**config.mk**
```make
export PLATFORM = sky130hd
export DESIGN_NAME = lfsr_seg_capture
export DESIGN_NICKNAME = d
export VERILOG_FILES = /design/src/rtl/lfsr_seg_pkg.sv /design/src/rtl/lfsr_seg_capture_hex7seg.sv /design/src/rtl/lfsr_seg_capture.sv
export SDC_FILE = /design/constraint.sdc
export NUM_CORES = 1
export LEC_CHECK = 0
export ABC_AREA = 1
export CAP_MARGIN = 20
export CORE_ASPECT_RATIO = 1.2
export CORE_MARGIN = 10
export CORE_UTILIZATION = 51
export CTS_CLUSTER_SIZE = 20
export DETAILED_ROUTE_END_ITERATION = 7
export GPL_TIMING_DRIVEN = 0
export MAX_ROUTING_LAYER = met4
export PLACE_DENSITY = 0.77
export SLEW_MARGIN = 20
export SYNTH_ARGS = -nofsm -noshare
export SYNTH_HDL_FRONTEND = slang
export SYNTH_HIERARCHICAL = 1
export SYNTH_SLANG_ARGS = --single-unit
```
**constraint.sdc**
```tcl
create_clock -name clk -period 1.8 [get_ports clk]
set_clock_uncertainty 0.2 [all_clocks]
set_input_delay 0.36 -clock clk [delete_from_list [all_inputs] [get_ports clk]]
set_output_delay 0.36 -clock clk [all_outputs]
set_load 0.01 [all_outputs]
```
**src/rtl/lfsr_seg_pkg.sv**
```systemverilog
// lfsr_seg_pkg: shared types and constants for the LFSR capture/display slice.
//   state_e     - debounce FSM states
//   HEX_SEG     - hex digit to active-low {a,b,c,d,e,f,g,dp} segment pattern
//   SEG_BLANK   - all segments off
package lfsr_seg_pkg;

  typedef enum logic [1:0] {
    IDLE       = 2'd0,
    PRESS_WAIT = 2'd1,
    HELD       = 2'd2,
    REL_WAIT   = 2'd3
  } state_e;

  localparam logic [7:0] SEG_BLANK = 8'hFF;

  // Decimal point (bit 0) is kept high, so it is always dark.
  localparam logic [7:0] HEX_SEG [16] = '{
    8'h03, 8'h9F, 8'h25, 8'h0D, 8'h99, 8'h49, 8'h41, 8'h1F,
    8'h01, 8'h09, 8'h11, 8'hC1, 8'h63, 8'h85, 8'h61, 8'h71
  };

endpackage

```
**src/rtl/lfsr_seg_capture_hex7seg.sv**
```systemverilog
// hex7seg: combinational hex digit to seven-segment decoder.
//   hex - 4-bit digit value
//   seg - active-low {a,b,c,d,e,f,g,dp}, dp always off
module hex7seg
  import lfsr_seg_pkg::*;
(
  input  logic [3:0] hex,
  output logic [7:0] seg
);

  // Table lookup of the segment pattern.
  always_comb begin
    seg = HEX_SEG[hex];
  end

endmodule

```
**src/rtl/lfsr_seg_capture.sv**
```systemverilog
// lfsr_seg_capture: samples the free-running LFSR on a debounced button press
// and shows the sample as two hex digits; flags a zero (lock-up) sample.
// Optional macro LFSR_SEG_AUTO_EN adds periodic auto-capture (auto_en port,
// AUTO_PERIOD parameter).
//   clk      - system clock
//   rst      - asynchronous active-high reset
//   rnd_in   - current LFSR value
//   btn      - raw, bouncy push button (active-high)
//   seg0     - low hex digit, active-low segments (blank = 8'hFF)
//   seg1     - high hex digit, same encoding
//   cap_cnt  - captures since reset, wraps modulo 256
//   lock_err - displayed sample is 8'h00
//   busy     - debounce FSM is not idle
module lfsr_seg_capture
  import lfsr_seg_pkg::*;
#(
  parameter int DEB_CYCLES = 16,
  parameter int CNT_W      = 16
`ifdef LFSR_SEG_AUTO_EN
  ,
  parameter int AUTO_PERIOD = 50_000_000
`endif
) (
  input  logic       clk,
  input  logic       rst,
  input  logic [7:0] rnd_in,
  input  logic       btn,
`ifdef LFSR_SEG_AUTO_EN
  input  logic       auto_en,
`endif
  output logic [7:0] seg0,
  output logic [7:0] seg1,
  output logic [7:0] cap_cnt,
  output logic       lock_err,
  output logic       busy
);

  localparam logic [CNT_W-1:0] CNT_LAST = CNT_W'(DEB_CYCLES - 1);

  logic [1:0]       sync_r;
  logic             btn_s;
  state_e           state_r;
  state_e           state_next_s;
  logic [CNT_W-1:0] cnt_r;
  logic [CNT_W-1:0] cnt_next_s;
  logic             deb_cap_s;
  logic             cap_s;
  logic [7:0]       sample_r;
  logic             shown_r;
  logic [7:0]       cap_cnt_r;
  logic [7:0]       seg0_r;
  logic [7:0]       seg1_r;
  logic             lock_err_r;
  logic             busy_r;
  logic [7:0]       dig0_s;
  logic [7:0]       dig1_s;

  assign btn_s    = sync_r[1];
  assign seg0     = seg0_r;
  assign seg1     = seg1_r;
  assign cap_cnt  = cap_cnt_r;
  assign lock_err = lock_err_r;
  assign busy     = busy_r;

  // Two-flop synchroniser for the asynchronous button.
  always_ff @(posedge clk or posedge rst) begin
    if (rst) begin
      sync_r <= 2'b00;
    end else begin
      sync_r <= {sync_r[0], btn};
    end
  end

  // Debounce FSM next-state, counter and capture strobe.
  always_comb begin
    state_next_s = state_r;
    cnt_next_s   = cnt_r;
    deb_cap_s    = 1'b0;
    case (state_r)
      IDLE: begin
        if (btn_s) begin
          state_next_s = PRESS_WAIT;
          cnt_next_s   = '0;
        end else begin
          cnt_next_s = cnt_r;
        end
      end
      PRESS_WAIT: begin
        if (!btn_s) begin
          state_next_s = IDLE;
          cnt_next_s   = '0;
        end else if (cnt_r == CNT_LAST) begin
          state_next_s = HELD;
          cnt_next_s   = '0;
          deb_cap_s    = 1'b1;
        end else begin
          cnt_next_s = cnt_r + CNT_W'(1);
        end
      end
      HELD: begin
        if (!btn_s) begin
          state_next_s = REL_WAIT;
          cnt_next_s   = '0;
        end else begin
          cnt_next_s = cnt_r;
        end
      end
      REL_WAIT: begin
        if (btn_s) begin
          state_next_s = HELD;
          cnt_next_s   = '0;
        end else if (cnt_r == CNT_LAST) begin
          state_next_s = IDLE;
          cnt_next_s   = '0;
        end else begin
          cnt_next_s = cnt_r + CNT_W'(1);
        end
      end
      default: begin
        state_next_s = IDLE;
        cnt_next_s   = '0;
      end
    endcase
  end

  // FSM state and debounce counter registers; busy mirrors the next state so
  // it is high exactly while the registered state is not IDLE.
  always_ff @(posedge clk or posedge rst) begin
    if (rst) begin
      state_r <= IDLE;
      cnt_r   <= '0;
      busy_r  <= 1'b0;
    end else begin
      state_r <= state_next_s;
      cnt_r   <= cnt_next_s;
      busy_r  <= (state_next_s != IDLE);
    end
  end

`ifdef LFSR_SEG_AUTO_EN
  logic [31:0] per_r;
  logic        auto_cap_s;

  // Periodic strobe while enabled and idle.
  always_comb begin
    auto_cap_s = auto_en && (state_r == IDLE) && (per_r == 32'(AUTO_PERIOD - 1));
    cap_s      = deb_cap_s | auto_cap_s;
  end

  // Period counter: restarts on any capture or when disabled.
  always_ff @(posedge clk or posedge rst) begin
    if (rst) begin
      per_r <= 32'd0;
    end else if (!auto_en || cap_s) begin
      per_r <= 32'd0;
    end else if (state_r == IDLE) begin
      per_r <= per_r + 32'd1;
    end else begin
      per_r <= per_r;
    end
  end
`else
  // Only the debounced button can capture.
  always_comb begin
    cap_s = deb_cap_s;
  end
`endif

  // Capture register, visibility flag and capture counter.
  always_ff @(posedge clk or posedge rst) begin
    if (rst) begin
      sample_r  <= 8'h00;
      shown_r   <= 1'b0;
      cap_cnt_r <= 8'h00;
    end else if (cap_s) begin
      sample_r  <= rnd_in;
      shown_r   <= 1'b1;
      cap_cnt_r <= cap_cnt_r + 8'd1;
    end else begin
      sample_r  <= sample_r;
      shown_r   <= shown_r;
      cap_cnt_r <= cap_cnt_r;
    end
  end

  hex7seg u_dig0 (.hex(sample_r[3:0]), .seg(dig0_s));
  hex7seg u_dig1 (.hex(sample_r[7:4]), .seg(dig1_s));

  // Registered display and lock-up flag, blank until the first capture.
  always_ff @(posedge clk or posedge rst) begin
    if (rst) begin
      seg0_r     <= SEG_BLANK;
      seg1_r     <= SEG_BLANK;
      lock_err_r <= 1'b0;
    end else begin
      seg0_r     <= shown_r ? dig0_s : SEG_BLANK;
      seg1_r     <= shown_r ? dig1_s : SEG_BLANK;
      lock_err_r <= shown_r && (sample_r == 8'h00);
    end
  end

endmodule

```
# Yosys cells after proc, flatten, opt, wreduce, memory -nomap -nowiden
# Memory sizes are Yosys's and may differ from the RTL's.
# Index checks and enable logic that the tools add are counted.
# Widths: inputs -> output; s select.
classes:
  add_sub_neg: 2
  n_lt_le_gt_ge: 2
  n_eq_ne: 6
  mux: 22
  bitwise_logic: 2
  n_reduce_logical: 5
op_table:
  columns: ["operator", "count"]
  rows:
  - ["$mux 16", 5]
  - ["$pmux 16 s4", 1]
  - ["$mux 8", 6]
  - ["$add 16x1->16 const B", 1]
  - ["$eq 16x4->1 const B", 1]
  - ["$mux 2", 6]
  - ["$ge 5x5->1 const B", 2]
  - ["$not 4->5", 2]
  - ["$add 8x1->8 const B", 1]
  - ["$logic_not 8->1", 1]
  - ["$pmux 2 s4", 1]
  - ["$eq 2x2->1 const B", 2]
  - ["$ne 2x2->1 const B", 2]
  - ["$mux 1", 3]
  - ["$eq 2x1->1 const B", 1]
  - ["$logic_not 2->1", 1]
  - ["$reduce_and 2->1", 1]
  - ["$reduce_bool 2->1", 1]
  - ["$logic_and 1x1->1", 1]
word_totals:
  ff_bits: 55
  mem_bits_ro: 256
  memories: 2
memory_table:
  columns: ["memory", "words", "width", "read_ports", "rd_ports_with_merged_regs", "write_ports", "line", "text"]
  rows:
  - ["(no name shown)", 16, 8, 1, 0, 0, "lfsr_seg_capture_hex7seg.sv:13", "seg = HEX_SEG[hex];"]
  - ["(no name shown)", 16, 8, 1, 0, 0, "lfsr_seg_capture_hex7seg.sv:13", null]

# Depth between registers and ports, before layout
depth:
  word_depth: 5
  mapped_depth: 9

# Hierarchy
# Netlist, hierarchy kept.
modules_own_cells:
  columns: ["module", "instances", "cells_per_inst", "area_per_inst_um2", "seq_area_each_um2"]
  rows:
  - ["lfsr_seg_capture", 1, 293, 2539.9, 1396.3]
  - ["hex7seg", 2, 51, 285.3, 0.0]

# Worst setup path before layout
# Ideal clock, no wire load.
synth_timing:
  path_kind: "reg2reg"
  from: "reg sample_r[5]"
  to: "reg seg1_r[4], in the netlist seg1[4]"
  setup_ns: 0.084
  t_arrival_ns: 1.261
  required_ns: 1.516
  path_slack_ns: 0.255
  path_stages_with_launch: 7
  path_buffers: 0
  cell_sequence: "dfrtp_1 > inv_1 > ha_1 > nand2_1 > nand3_1 > nand2_1 > or2_2"
synth_via:
  elab_chain_cells: 5
synth_rtl:
  columns: ["item", "line", "text"]
  rows:
  - ["from (decl)", "lfsr_seg_capture.sv:48", "logic [7:0] sample_r;"]
  - ["from (signal assigned)", "lfsr_seg_capture.sv:176", "sample_r <= rnd_in;"]
  - ["from (signal assigned)", "lfsr_seg_capture.sv:180", "sample_r <= sample_r;"]
  - ["$not 4->5 (not written as such)", "lfsr_seg_capture_hex7seg.sv:13", null]
  - ["$mem_v2 16x8", null, null]
  - ["$mux 8 (not written as such) (2 in series)", "lfsr_seg_capture_hex7seg.sv:13", null]
  - ["named net dig1_s[4]", "lfsr_seg_capture.sv:56", "logic [7:0] dig1_s;"]
  - ["$mux 8", "lfsr_seg_capture.sv:197", "seg1_r <= shown_r ? dig1_s : SEG_BLANK;"]
  - ["to (signal assigned)", "lfsr_seg_capture.sv:197", null]
  - ["to (decl)", "lfsr_seg_capture.sv:52", "logic [7:0] seg1_r;"]
# The timed path passes the listed nets, and every way through them passes these cells. The select of a mux whose other input is x is not followed.
# A chain may end at the register's enable or synchronous reset.

# Worst setup path in the final report
layout_timing:
  from: "reg sample_r[4]"
  to: "reg seg1_r[4], in the netlist seg1[4]"
# The elaborated chain is that of the path after synthesis.

==> results by group <==
Hold path
  – Hold_sp: sync_r[0]
  – Hold depth: 0
  – WHS Endpoint: sync_r[1]
  – Min-delay worst type: flip-flop to flip-flop

Synth
  – Synthesized area per cell: 7.875 µm²
  – Synth async-reset ratio: 1.000
  – Syn nets: 422
  – #FFs+latches synth: 55
  – Post-synth EDFFs: 0
  – Synthesized area: 0.003110 mm²
  – Most common flop cell mapped by yosys: dfrtp_1
  – Cell variety after synth: 31
  – Largest area contributor in the netlist: dfrtp_1
  – Post-Synthesis Cells: 395
  – Area contributors post-synth: dfrtp_1 31%, nand2_1 16%, dfstp_2 14%, ha_1 6.4%, nand3_1 5.6%
  – Synth top area share: 0.3138
  – Syn. warnings: 6
  – Sequential-to-total area share from yosys stat: 0.4489

Run status
  – Status: complete, no violations

Placed design
  – Worst slack, placed: 0.05964 ns
  – HPWL after DPL: 4519 µm
  – Cell Count Post-Placement: 514
  – GP Congestion: 0.8907
  – Placed Area: 0.003597 mm²
  – PortBufs: 36

Detailed routing
  – Vias per cell: 4.937
  – DRC: 0
  – DR vias: 2592
  – Initial DRC count: 116
  – Final wirelength: 6166 µm
  – 1st-pass router iterations: 4
  – DRT antenna net count: 0
  – Routed len/inst: 11.74 µm

Floorplanning
  – Die W: 91.29 µm
  – Ports: 37
  – Core area: 0.005973 mm²
  – Row count: 31
  – Die ar.: 0.009636 mm²
  – Die height: 105.6 µm
  – Initial core utilization: 0.5207

Critical path
  – Worst setup SP type: flip-flop
  – WP data arrival: 1.77 ns
  – Endpoint type of the worst setup path: flip-flop
  – Capturing point of the worst reg2reg path: seg1[4]
  – R2R Path Start: sample_r[4]
  – CP Class: flip-flop to flip-flop
  – Required time worst endpoint: 1.83 ns
  – Crit Path Max Fanout: 7
  – Reg2reg setup slack: 0.07 ns
  – Reg2reg path depth: 6
  – Worst setup path startpoint: sample_r[4]

Clock network
  – Insertion delay to the later sink of the worst-skew pair: 0.30 ns
  – Clock Pin Slew Worst Setup and Hold Paths: 0.09 ns
  – Clock root buffer: clkbuf_8
  – Num CTS Buffers: 5
  – CTS Hold Bufs: 0
  – Htree depth: 2
  – Max Buffers Root-to-Sink: 2
  – Num Clock Sinks: 55
  – CTS tree: built

Timing
  – Final Hold Fails: 0
  – Fmax: 0.5769 GHz
  – Clock period minus final worst setup slack: 1.733 ns
  – Final Setup Violations: 0
  – Sum of negative setup slack: 0 ns
  – Unrepaired setup endpoints after global routing: no
  – Final Max Slew Viols: 0
  – Final worst slack: 0.06667 ns
  – Final Cycle Share: 0.9630

Final layout
  – Most frequent cells in the layout: 135 x nand2_1, 37 x dfrtp_1, 35 x nand3_1, 34 x inv_1, 32 x nor2_1
  – Cell area after layout: 0.003734 mm²
  – Commonest non-fill, non-tap cell in the layout: nand2_1
  – Area Overhead vs Synth: 20.03%
  – Final core utilization: 0.6251
  – Antenna cells: 0
  – Final net count: 469
  – Filler cell count: 552
  – Non-filler cells, final: 525
  – Fraction of final layout cells sized beyond drive strength 1: 0.1874

Power
  – Worst ir drop on vdd: 382.4 µV
  – LEAKAGE: 1.910 nW
  – Power Density: 585.5 mW/mm²

Global routing
  – Remaining Overflow, GRT: 0
  – Met2 usage: 0.2295
  – Global-route wire length before repair: 10790 µm
  – Largest net degree at the start of global routing: 34
  – Vias in the first global route: 2504
  – GR Util met3: 0.03052
  – Initial antenna violation count: 0
  – GR peak layer: met2
  – Met1 Resource Use GR: 0.1471
  – Total GRT Usage: 0.1340

Flow run
  – Max_cap viols: 0
flip-flops by register name, indices dropped and copies added (netlist names):
name,cells
cnt_r,16
cap_cnt,8
sample_r,8
seg0,8
seg1,8
state_r,2
sync_r,2
busy,1
lock_err,1
shown_r,1
worst max-delay path, stage by stage, from the launching register on:
cell and delay [ns]:
dfrtp_1 0.50, inv_1 0.16, ha_1 0.33, nand2_1 0.05, nand3_1 0.08, nand2_1 0.05
or2_2 0.29
how the worst max path moves through the flow:
| stage | cells after the start | endpoint |
|---|---|---|
| 6_report | 6 | seg1[4] |
| 3_5_place_dp | 8 | cnt_r[12] |
| 2_1_floorplan | 6 | seg1[4] |
| 3_3_place_gp | 2 | cap_cnt[4] |
| 4_1_cts | 1 | cap_cnt[0] |
| 5_1_grt | 7 | seg1[7] |
synthesized netlist by cell type, types with 3 or more instances:
library cell  count
or2_2            16
nand3_2           3
buf_2             3
o21ai_1           4
buf_6             3
xor2_1            6
inv_1            35
dfrtp_1          39
nor2_2            5
nand3b_1          3
dfstp_2          16
nand3_1          35
nor3_1            5
o21ai_0           4
nand4_1           5
nand2_2           3
inv_2             6
ha_1             16
nor2_1           35
xnor2_1           3
nand2_1         136
cells by family (layout without fill, tap and decap cells):
family / after synthesis / in the layout / synth area share
AO/OA/AOI/OAI: 12 / 12 / 0.02253
buffers and inverters: 50 / 98 / 0.07119
adder cells (fa/ha/maj): 16 / 16 / 0.06436
XOR/XNOR: 9 / 9 / 0.02534
flip-flops: 55 / 55 / 0.4489
other: 2 / 2 / 0.002414
AND/OR/NAND/NOR: 251 / 251 / 0.3652
metrics by stage:
step	total power [mW]	hold slack [ns]
after floorplan	1.324	0.1312
after global placement	1.363	0.1339
after detailed placement	1.370	0.1347
after CTS	2.209	0.1567
after global routing	2.259	0.1665
final	2.186	0.1561
layer usage:
layer	up-vias	wire, µm
li1	1306	-
met5	-	0
met1	1226	2708
met4	0	95
met2	52	3086
met3	8	276
power by group:
group	switching, mW	internal [mW]	total [mW]
logic	0.0567	0.0387	0.0954
registers	0.00526	1.24	1.25
clock network	0.390	0.451	0.840
repair_timing:
action                                  4_1_cts  5_1_grt
cloned                                        0        0
endpoints found under the setup margin       24       26
resized for setup                            22        9
setup buffers                                 3        0
final cells by class:
class,count,area [µm²],area share
buffer,9,67.56,0.01810
sequential,55,1399,0.3747
tap,82,102.6,0.02748
clock inverter,2,35.03,0.009383
clock buffer,6,82.58,0.02212
multi-input combinational,290,1505,0.4031
inverter,41,157.7,0.04223
timing repair buffer,40,384.1,0.1029
(Power assumes the default switching activity.)
==> variant: new RTL, same flow settings <==
The output `seg0` loses its register stage (`seg0_r` becomes a continuous assignment).
--- a/src/rtl/lfsr_seg_capture.sv
+++ b/src/rtl/lfsr_seg_capture.sv
@@ -190,9 +190,7 @@
   always_ff @(posedge clk or posedge rst) begin
     if (rst) begin
-      seg0_r     <= SEG_BLANK;
       seg1_r     <= SEG_BLANK;
       lock_err_r <= 1'b0;
     end else begin
-      seg0_r     <= shown_r ? dig0_s : SEG_BLANK;
       seg1_r     <= shown_r ? dig1_s : SEG_BLANK;
       lock_err_r <= shown_r && (sample_r == 8'h00);
@@ -200,4 +198,6 @@
   end
 
+  assign seg0_r = shown_r ? dig0_s : SEG_BLANK;
+
 endmodule
 
Function: same outputs for any inputs over 10 cycles, from zero or initial values and one cycle with rst high; that may be too few to reach the edited logic, so the function may still have changed.
==> variant against the unedited design <==
The flow now finishes with violations (setup timing). Sequential cell count fell by 8. Total power fell by 5.3%. Setup slack got worse by 0.53 ns. First-iteration DRC count rose by 15%. Critical path depth did not move. Sequential power fell by 14%. Synthesized area fell by 3.9%. Routed wire length rose by 7.0%. Design area rose by 1.1%. Highest routed layer unchanged.
==> variant: results (changes against the unedited design) <==
stage	metric	value	unit	change
critical_path	slowest cell delay on critical path	0.47	ns	was 0.50 ns
critical_path	worst setup path startpoint	sample_r[1]		was sample_r[4]
critical_path	FF-to-FF setup slack	0.12	ns	was 0.07 ns
synth	Synth Area in XOR/XNOR	2.931	%	was 2.534%
synth	Synth Net Count	425		was 422
drt	Initial DRC Count	133		was 116
critical_path	r2r startpoint	cnt_r[1]		was sample_r[4]
sta	post-route worst setup slack	-0.4632	ns	was 0.06667 ns
synth	Compound-Gate Fraction of Synth Area	5.151	%	was 2.253%
sta	# setup viols final	7		was 0
sta	final setup TNS	-2.841	ns	was 0 ns
final_layout	fin nets	477		was 469
critical_path	critical path peak fanout	5		was 7
critical_path	Worst Reg-to-Reg Cells	8		was 6
critical_path	highest-delay cell along the critical path	dfrtp_2		was dfrtp_1
drt	Vias	2623		was 2592
place	dpl hpwl	4866	um	was 4519 um
place	port bufs	35		was 36
critical_path	worst reg2reg endpoint	cap_cnt[2]		was seg1[4]
synth	Mapped Cells	398		was 395
global_routing	vias in the first global route	2455		was 2504
synth	post-synthesis adder-cell area fraction	6.700	%	was 6.436%
place	gp weighted congestion	0.8676		was 0.8907
global_routing	GR Util All Layers	14.23	%	was 13.40%
run_status	failing checks	setup timing		
run_status	status	finished with violations		was finished clean
power	Max rail drop VDD	0.5117	mV	was 0.3824 mV
global_routing	first-pass GRT wire length	11120	um	was 10790 um
-- variant: cell types whose count changed after synthesis, sizes merged --
| cell | unedited run | this run |
|---|---|---|
| clkinv | 0 | 1 |
| o21ai | 10 | 20 |
| nand3b | 3 | 1 |
| nand2 | 140 | 139 |
| nand4 | 5 | 8 |
| nand3 | 38 | 47 |
| o21bai | 0 | 3 |
| a21o | 0 | 1 |
| nor2 | 43 | 36 |
| dfstp | 16 | 8 |
| a22oi | 1 | 0 |
| nor3 | 5 | 0 |
| inv | 41 | 40 |
| xnor2 | 3 | 4 |
-- variant: worst max-delay path: cells and delay by family (launching register included) --
| kind | cells | cell delay (ns) |
|---|---|---|
| simple gates | 3 | 0.47 |
| buf+inv | 2 | 0.25 |
| fa+ha+maj | 1 | 0.21 |
| flops | 1 | 0.47 |
-- variant: layout make-up --
| cell class | instances | area, sq um |
|---|---|---|
| Sequential cell | 47 | 1194 |
| Inverter | 41 | 168.9 |
| Multi-Input combinational cell | 301 | 1678 |
| Buffer | 9 | 68.82 |
| Fill cell | 487 | 1893 |
| Tap cell | 80 | 100.1 |
| Clock inverter | 2 | 60.06 |
| Clock buffer | 6 | 72.57 |
| Timing Repair Buffer | 45 | 432.9 |
-- variant: power by group --
group	switching [mW]	leakage [nW]	internal (mW)
Combinational	0.0536	1.22	0.0419
Clock	0.348	0.0654	0.555
Sequential	0.00632	0.569	1.06
-- variant: timing repair --
item | CTS | global route
pin swaps | 10 | 6
endpoints found under the hold margin | 0 | 0
resized for setup | 73 | 13
setup buffers | 7 | 2
setup endpoints to repair | 31 | 24
gates cloned | 0 | 0
-- variant: layer usage --
layer	track usage (%)	vias up	part of all wire [%]
li1	-	1351	-
met1	16.41	1217	44
met2	24.22	49	51
met3	3.249	6	3.7
met4	3.872	0	1.2
met5	-	-	0
